--- config.mk ---
export PLATFORM = sky130hd
export DESIGN_NAME = div
export DESIGN_NICKNAME = d
export VERILOG_FILES = /design/src/rtl/div.sv
export SDC_FILE = /design/constraint.sdc
export NUM_CORES = 1
export LEC_CHECK = 0
export ABC_AREA = 0
export CORE_AREA = 2 2 151 153
export DETAILED_ROUTE_END_ITERATION = 6
export DIE_AREA = 0 0 153 155
export PLACE_DENSITY = 0.58
export SYNTH_ARGS = -nofsm -noshare
export SYNTH_HDL_FRONTEND = slang
export SYNTH_SLANG_ARGS = --single-unit
--- constraint.sdc ---
create_clock -name clock -period 8.1 [get_ports clock]
set_input_delay 1.62 -clock clock [delete_from_list [all_inputs] [get_ports clock]]
set_output_delay 1.62 -clock clock [all_outputs]
set_load 0.03 [all_outputs]
--- src/rtl/div.sv ---
// Iterative signed 32-bit divider: one restoring-division step per clock,
// quotient truncates toward zero, completion flagged by a one-cycle data_resultRDY pulse.
module div #(
  parameter int unsigned WIDTH = 32,
  parameter int unsigned CNT_W = 6
) (
  input  logic             clock,
  input  logic             reset,
  input  logic [WIDTH-1:0] data_operandA,
  input  logic [WIDTH-1:0] data_operandB,
  input  logic             ctrl_DIV,
  output logic [WIDTH-1:0] data_result,
  output logic             data_exception,
  output logic             data_resultRDY,
  output logic             busy
);

  typedef enum logic [1:0] {StIdle, StRun, StDone} state_e;

  state_e               state_q, state_d;
  logic [CNT_W-1:0]     cnt_q;
  logic [2*WIDTH-1:0]   rq_q;     // {remainder, quotient}
  logic [WIDTH-1:0]     dvs_q;
  logic                 sign_q;
  logic                 exc_q;
  logic                 dz_q;

  logic [WIDTH-1:0]     abs_a, abs_b;
  logic                 div_zero, overflow;
  logic [2*WIDTH-1:0]   shifted, step_rq;
  logic [WIDTH:0]       trial;
  logic [WIDTH-1:0]     quo, res_val;

  // |0x80000000| wraps back to 0x80000000, which is correct as an unsigned magnitude.
  always_comb begin
    abs_a    = data_operandA[WIDTH-1] ? (~data_operandA + 1'b1) : data_operandA;
    abs_b    = data_operandB[WIDTH-1] ? (~data_operandB + 1'b1) : data_operandB;
    div_zero = (data_operandB == '0);
    overflow = (data_operandA == {1'b1, {(WIDTH-1){1'b0}}}) && (data_operandB == '1);
  end

  // Borrow out of the 33-bit subtract decides the quotient bit.
  always_comb begin
    shifted = {rq_q[2*WIDTH-2:0], 1'b0};
    trial   = {1'b0, shifted[2*WIDTH-1:WIDTH]} - {1'b0, dvs_q};
    if (trial[WIDTH]) begin
      step_rq = shifted;
    end else begin
      step_rq = {trial[WIDTH-1:0], shifted[WIDTH-1:1], 1'b1};
    end
  end

  always_comb begin
    quo = rq_q[WIDTH-1:0];
    if (dz_q) begin
      res_val = '0;
    end else if (sign_q) begin
      res_val = ~quo + 1'b1;
    end else begin
      res_val = quo;
    end
  end

  always_comb begin
    state_d = state_q;
    unique case (state_q)
      StIdle: if (ctrl_DIV) state_d = StRun;
      StRun: begin
        if (ctrl_DIV) begin
          state_d = StRun;
        end else if (cnt_q == CNT_W'(WIDTH - 1)) begin
          state_d = StDone;
        end
      end
      StDone:  state_d = ctrl_DIV ? StRun : StIdle;
      default: state_d = StIdle;
    endcase
  end

  assign busy = (state_q != StIdle);

  always_ff @(posedge clock) begin
    if (reset) begin
      state_q        <= StIdle;
      cnt_q          <= '0;
      rq_q           <= '0;
      dvs_q          <= '0;
      sign_q         <= 1'b0;
      exc_q          <= 1'b0;
      dz_q           <= 1'b0;
      data_result    <= '0;
      data_exception <= 1'b0;
      data_resultRDY <= 1'b0;
    end else begin
      state_q        <= state_d;
      data_resultRDY <= 1'b0;
      if (state_q == StDone) begin
        data_result    <= res_val;
        data_exception <= exc_q;
        data_resultRDY <= 1'b1;
      end
      if (ctrl_DIV) begin
        rq_q   <= {{WIDTH{1'b0}}, abs_a};
        dvs_q  <= abs_b;
        sign_q <= data_operandA[WIDTH-1] ^ data_operandB[WIDTH-1];
        exc_q  <= div_zero | overflow;
        dz_q   <= div_zero;
        cnt_q  <= '0;
        // A start in the DONE cycle must not wipe the result being delivered.
        if (state_q != StDone) begin
          data_result    <= '0;
          data_exception <= 1'b0;
        end
      end else if (state_q == StRun) begin
        rq_q  <= step_rq;
        cnt_q <= cnt_q + CNT_W'(1);
      end
    end
  end

endmodule

# Word level (Yosys, flattened, before mapping)
# Index checks and enable logic that the tools add are counted.
# word_totals
regBits	140
inputBits	67
wordCells	55
# op_classes
n_addsub	5
n_eq_ne	8
muxes	19
n_bitwise	5
reduce_logical	7
# ops
cell	count
two-way mux 32 bit	9
adder 32 x 1 -> 32 bit (second input constant)	3
NOT 32 bit	3
== test 32 bit (second input constant)	2
two-way mux 63 bit	1
subtractor 32 x 32 -> 33 bit	1
zero test 32 bit	1
adder 6 x 1 -> 6 bit (second input constant)	1
== test 6 x 5 -> 1 bit (second input constant)	1
two-way mux 2 bit	3
one-hot mux 2 bit (3 select lines)	1
two-way mux 1 bit	5
!= test 2 bit (second input constant)	2
nonzero test 2 bit	2
!= test 3 bit (second input constant)	1
== test 2 x 1 -> 1 bit (second input constant)	1
== test 2 bit (second input constant)	1
zero test 2 bit	1
AND reduction 2 bit	1
OR reduction 2 bit	1
logical AND 1 bit	1
OR 1 bit	1
bitwise XOR 1 bit	1

# Logic depth before layout (Yosys ltp)
# depth
depth_word	7
depth_mapped	13
depth_no_buf	12

# Worst setup path after synthesis
# OpenSTA, ideal clock, no wires.
# synth_path
path_kind	input port to flip-flop
start	in data_operandB[8]
end	reg dvs_q[26]
setup_time_ps	86
arrival_time_ps	4336
t_required_ps	8014
setup_slack_ps	3678
path_stages	8
n_path_buf	0
path_cell_list	or3_4 or4_4 or3_4 or4_4 or4_4 o41a_1 xnor2_1 a211oi_1
# synth_via
elab_chain_len	3
# synth_lines
item	line	text
from (decl)	10	input logic [WIDTH-1:0] data_operandB,
NOT 32 bit	37	abs_b = data_operandB[WIDTH-1] ? (~data_operandB + 1'b1) : data_operandB;
adder 32 x 1 -> 32 bit	37	
two-way mux 32 bit	37	
to (signal assigned)	104	dvs_q <= abs_b;
to (decl)	23	logic [WIDTH-1:0] dvs_q;
# Every way passes these cells.
# A chain may end at the register's enable or synchronous reset.

# Final worst setup path
# layout_path
start	in data_operandB[8]
end	reg exc_q
# layout_via
elab_chain_len	3
word_cells_on_any_way	4
# layout_lines
item	line	text
== test 32 bit	39	overflow = (data_operandA == {1'b1, {(WIDTH-1){1'b0}}}) && (data_operandB == '1);
logical AND 1 bit	39	
OR 1 bit (*)	106	exc_q <= div_zero | overflow;
to (signal assigned)	106	
to (decl)	25	logic exc_q;
# Mark *: on every way between the ends. The rest lies on a longest branch, timed or not.

==> summary.md <==
| Metric | Value |
|---|---|
| Status | finished, final reports clean |
| Max_slew headroom | a little over a fifth |
| Total GRT Usage | 20.8% |
| Grt ovf | 0 |
| First-pass GRT wire length | around 40000 µm |
| Cts repair resizes | 0 |
| Clk pin slew, worst setup/hold paths | about 0.06 ns |
| Drc violations | 0 |
| ANT nets after route | 0 |
| Commonest non-fill, non-tap cell in the layout | dfxtp_1 |
| Synthesized cell area | slightly below 9000 µm² |
| Total Wirelength | about 25000 µm |
| H-tree Lvls | 4 |
| TritonRoute pass-1 iters | 5 |
| Setup TNS | 0 ns |
| Post-synth top flop | dfxtp_1 |
| Peak supply drop | 0.143 mV |
| Setup crit start kind | input port |
| Worst R2R Path Depth | 13 |
| Port Buffers | 101 |
| Final Power | between 2 and 2.5 mW |
| Clock Path Buffers | 2 |
| Wirelength per Cell | ~17 µm |
| Hold Path Origin | data_result[30] |
| Commonest cells after routing, fill and taps aside | 140 x dfxtp_1, 126 x nand2_1, 101 x nor2_1 |
| Final non-filler cell total | around 1.5k |
| Height of the die | 155 µm |
| Final setup vio count | 0 |
| Worst EP arrival | slightly above 5 ns |
| Power per Cell Area | 192 nW/µm² |
| Diodes inserted | 0 |
| Fin crit share | 59.2% |
| Hold buffer count at cts | 0 |
| Die Area | around 24000 µm² |
| Die Wd | 153 µm |
| Num CTS Buffers | 17 |
| Number of max-cap violations | 0 |
| Final Hold Viols | 0 |
| CTS tree | built |
| Layout area overhead | 20.6% |
| Vias in the first global route | ~7.6k |
| Hold Path Stages | 2 |
| Seq/Total Area, Yosys | between 30% and 40% |
| Hold Path Class | flip-flop to flip-flop |
| Final net count | around 1.3k |
| Worst-Margin Slew | around 1.2 ns |
| Worst-skew pair later-pin latency | 0.43 ns |
| Routed via count | about 8.1k |
| Vias per cell | between 5 and 6 |
| Placer Congestion | ~0.9 |
| Required time of the worst setup path | ~8.4 ns |
| Critical path endpoint category | flip-flop |
| Clock root cell | clkbuf_16 |
| Synthesis-stage register bit count | 140 |
| Hold WS | around 0.45 ns |
| Reg2reg setup slack | between 3 and 4 ns |
| Layout cells sized above 1 | between 5 and 6% |
| Leak pwr | ~3.9 nW |
| # rows | 55 |
| Worst-path maximum fanout | 4 |
| Cells after DPL | 1438 |
| Post-Syn Instances | 1107 |
| Io pins | slightly above 100 |
| Count of unique library cells instantiated by Yosys | 57 |
| Worst r2r src | rq_q[31] |
| # fillers | ~2.3k |
| Initial antenna violation count | 0 |
| Min-Delay Endpoint | data_result[30] |
| Final HPWL DP | roughly 18000 µm |
| FFs w/ async S/R, synth | 0% |
| Synthesis Warnings | 0 |
| Mapped Avg Cell Area | between 7 and 8 µm² |
| Largest net degree at the start of global routing | a little over 70 |
| FMAX | approximately 0.21 GHz |
| EDFF count, synth | 0 |
| Clock sink total | between 100 and 150 |
| Core footprint | between 20000 and 25000 µm² |
| Fin crit period | 4.79 ns |
| Final setup skew | ~0.016 ns |
| Syn_nets | around 1.2k |
| Initial DRC Count | between 300 and 400 |
| Unrepaired setup endpoints after global routing | false |
| Initial core utilization | between 30% and 40% |
| Post-CTS Setup Bufs | 0 |
| Reg2reg end | rq_q[51] |
| Setup CP Type | input port to flip-flop |
| Final slew viol count | 0 |
==> power by group <==
part | switching, mW | internal (mW)
combinational | 0.275 | 0.195
clock | 0.331 | 0.467
sequential | 0.0353 | 0.721
==> registers in the layout, indices dropped and copies added (netlist names) <==
signal,flops
rq_q,63
state_q,2
data_result,32
dvs_q,32
data_resultRDY,1
cnt_q,6
exc_q,1
sign_q,1
dz_q,1
data_exception,1
==> cell type report <==
cell class	count	area [µm²]	area share, %
Tap cell	285	357	3.38
Clock inverter	14	160	1.52
Sequential cell	140	2800	26.6
Timing Repair Buffer	109	1060	10.1
Multi-Input combinational cell	857	5550	52.6
Clock buffer	18	439	4.17
Inverter	47	176	1.67
==> synth_stat cells, types with 7 or more instances <==
cell      number  area share, %
nand2b_1      13           0.93
inv_1         47            2.0
nand3_1        9           0.52
o41ai_1       13            1.3
o22ai_1       31            2.2
mux2i_1       22            2.5
or3_1         22            1.6
nor3_1         8           0.46
dfxtp_1      140             32
o31ai_1       26            2.2
nor2_1       103            4.4
nand4_1       13           0.93
a21oi_1       73            4.2
a22oi_1       20            1.7
ha_1          37            5.3
clkbuf_1      56            2.4
o21a_1         9           0.77
or4_1         12            1.0
o21ai_0       69            3.9
xnor2_1       52            5.2
xor2_1        63            6.3
a31oi_1       14            1.0
a211oi_1      28            2.4
nor4_1         7           0.50
a311oi_1      14            1.4
o211ai_1      10           0.86
nand2_1      126            5.4
==> worst max-delay path by stage <==
stage,from,endpoint,slack (ns),depth (start not counted)
after global routing,data_operandB[8],exc_q,3.24,9
after floorplan,data_operandB[8],dvs_q[26],3.68,8
final,data_operandB[8],exc_q,3.31,9
after CTS,data_operandB[8],exc_q,3.39,9
after global placement,data_operandB[8],exc_q,3.02,9
after detailed placement,data_operandB[8],exc_q,2.96,9
==> routing by layer <==
layer  global-route usage, %  vias up  part of all wire (%)
met3                    4.01       15                   4.4
met5                       0        -                     0
met1                    29.3     3794                    49
met2                    33.2      168                    46
li1                        -     4126                     -
met4                    4.50        0                  0.89
==> logic make-up (layout without fill, tap and decap cells) <==
group,Yosys count,after routing,share of synthesized area (%)
xor gates and xnor gates,115,115,11.5
DFF,140,140,32.1
muxes,23,23,2.65
adders and majority gates,38,38,5.52
buffers and inverters,110,188,4.74
and+or+nand+nor,343,343,18.4
AOI/OAI and AO/OA,338,338,25.1
==> critical path, cell delays in order <==
cell,delay [ns]
clkdlybuf4s50_1,0.48
or3_4,0.42
or4_4,0.43
or3_4,0.35
or4_4,0.44
or4_4,0.52
nor4b_1,0.63
a21oi_1,0.09
o32ai_1,0.14
==> per-stage QoR <==
| stage | instance area (µm²) | util (%) | setup slack [ns] |
|---|---|---|---|
| after floorplan | 8740 | - | 3.68 |
| after global placement | 9940 | 44.7 | 3.02 |
| after detailed placement | 9940 | 44.7 | 2.96 |
| after CTS | 10500 | 47.4 | 3.39 |
| after global routing | 10500 | 47.4 | 3.24 |
| final | 10500 | 47.4 | 3.31 |
Power figures use the tool's default switching activity.
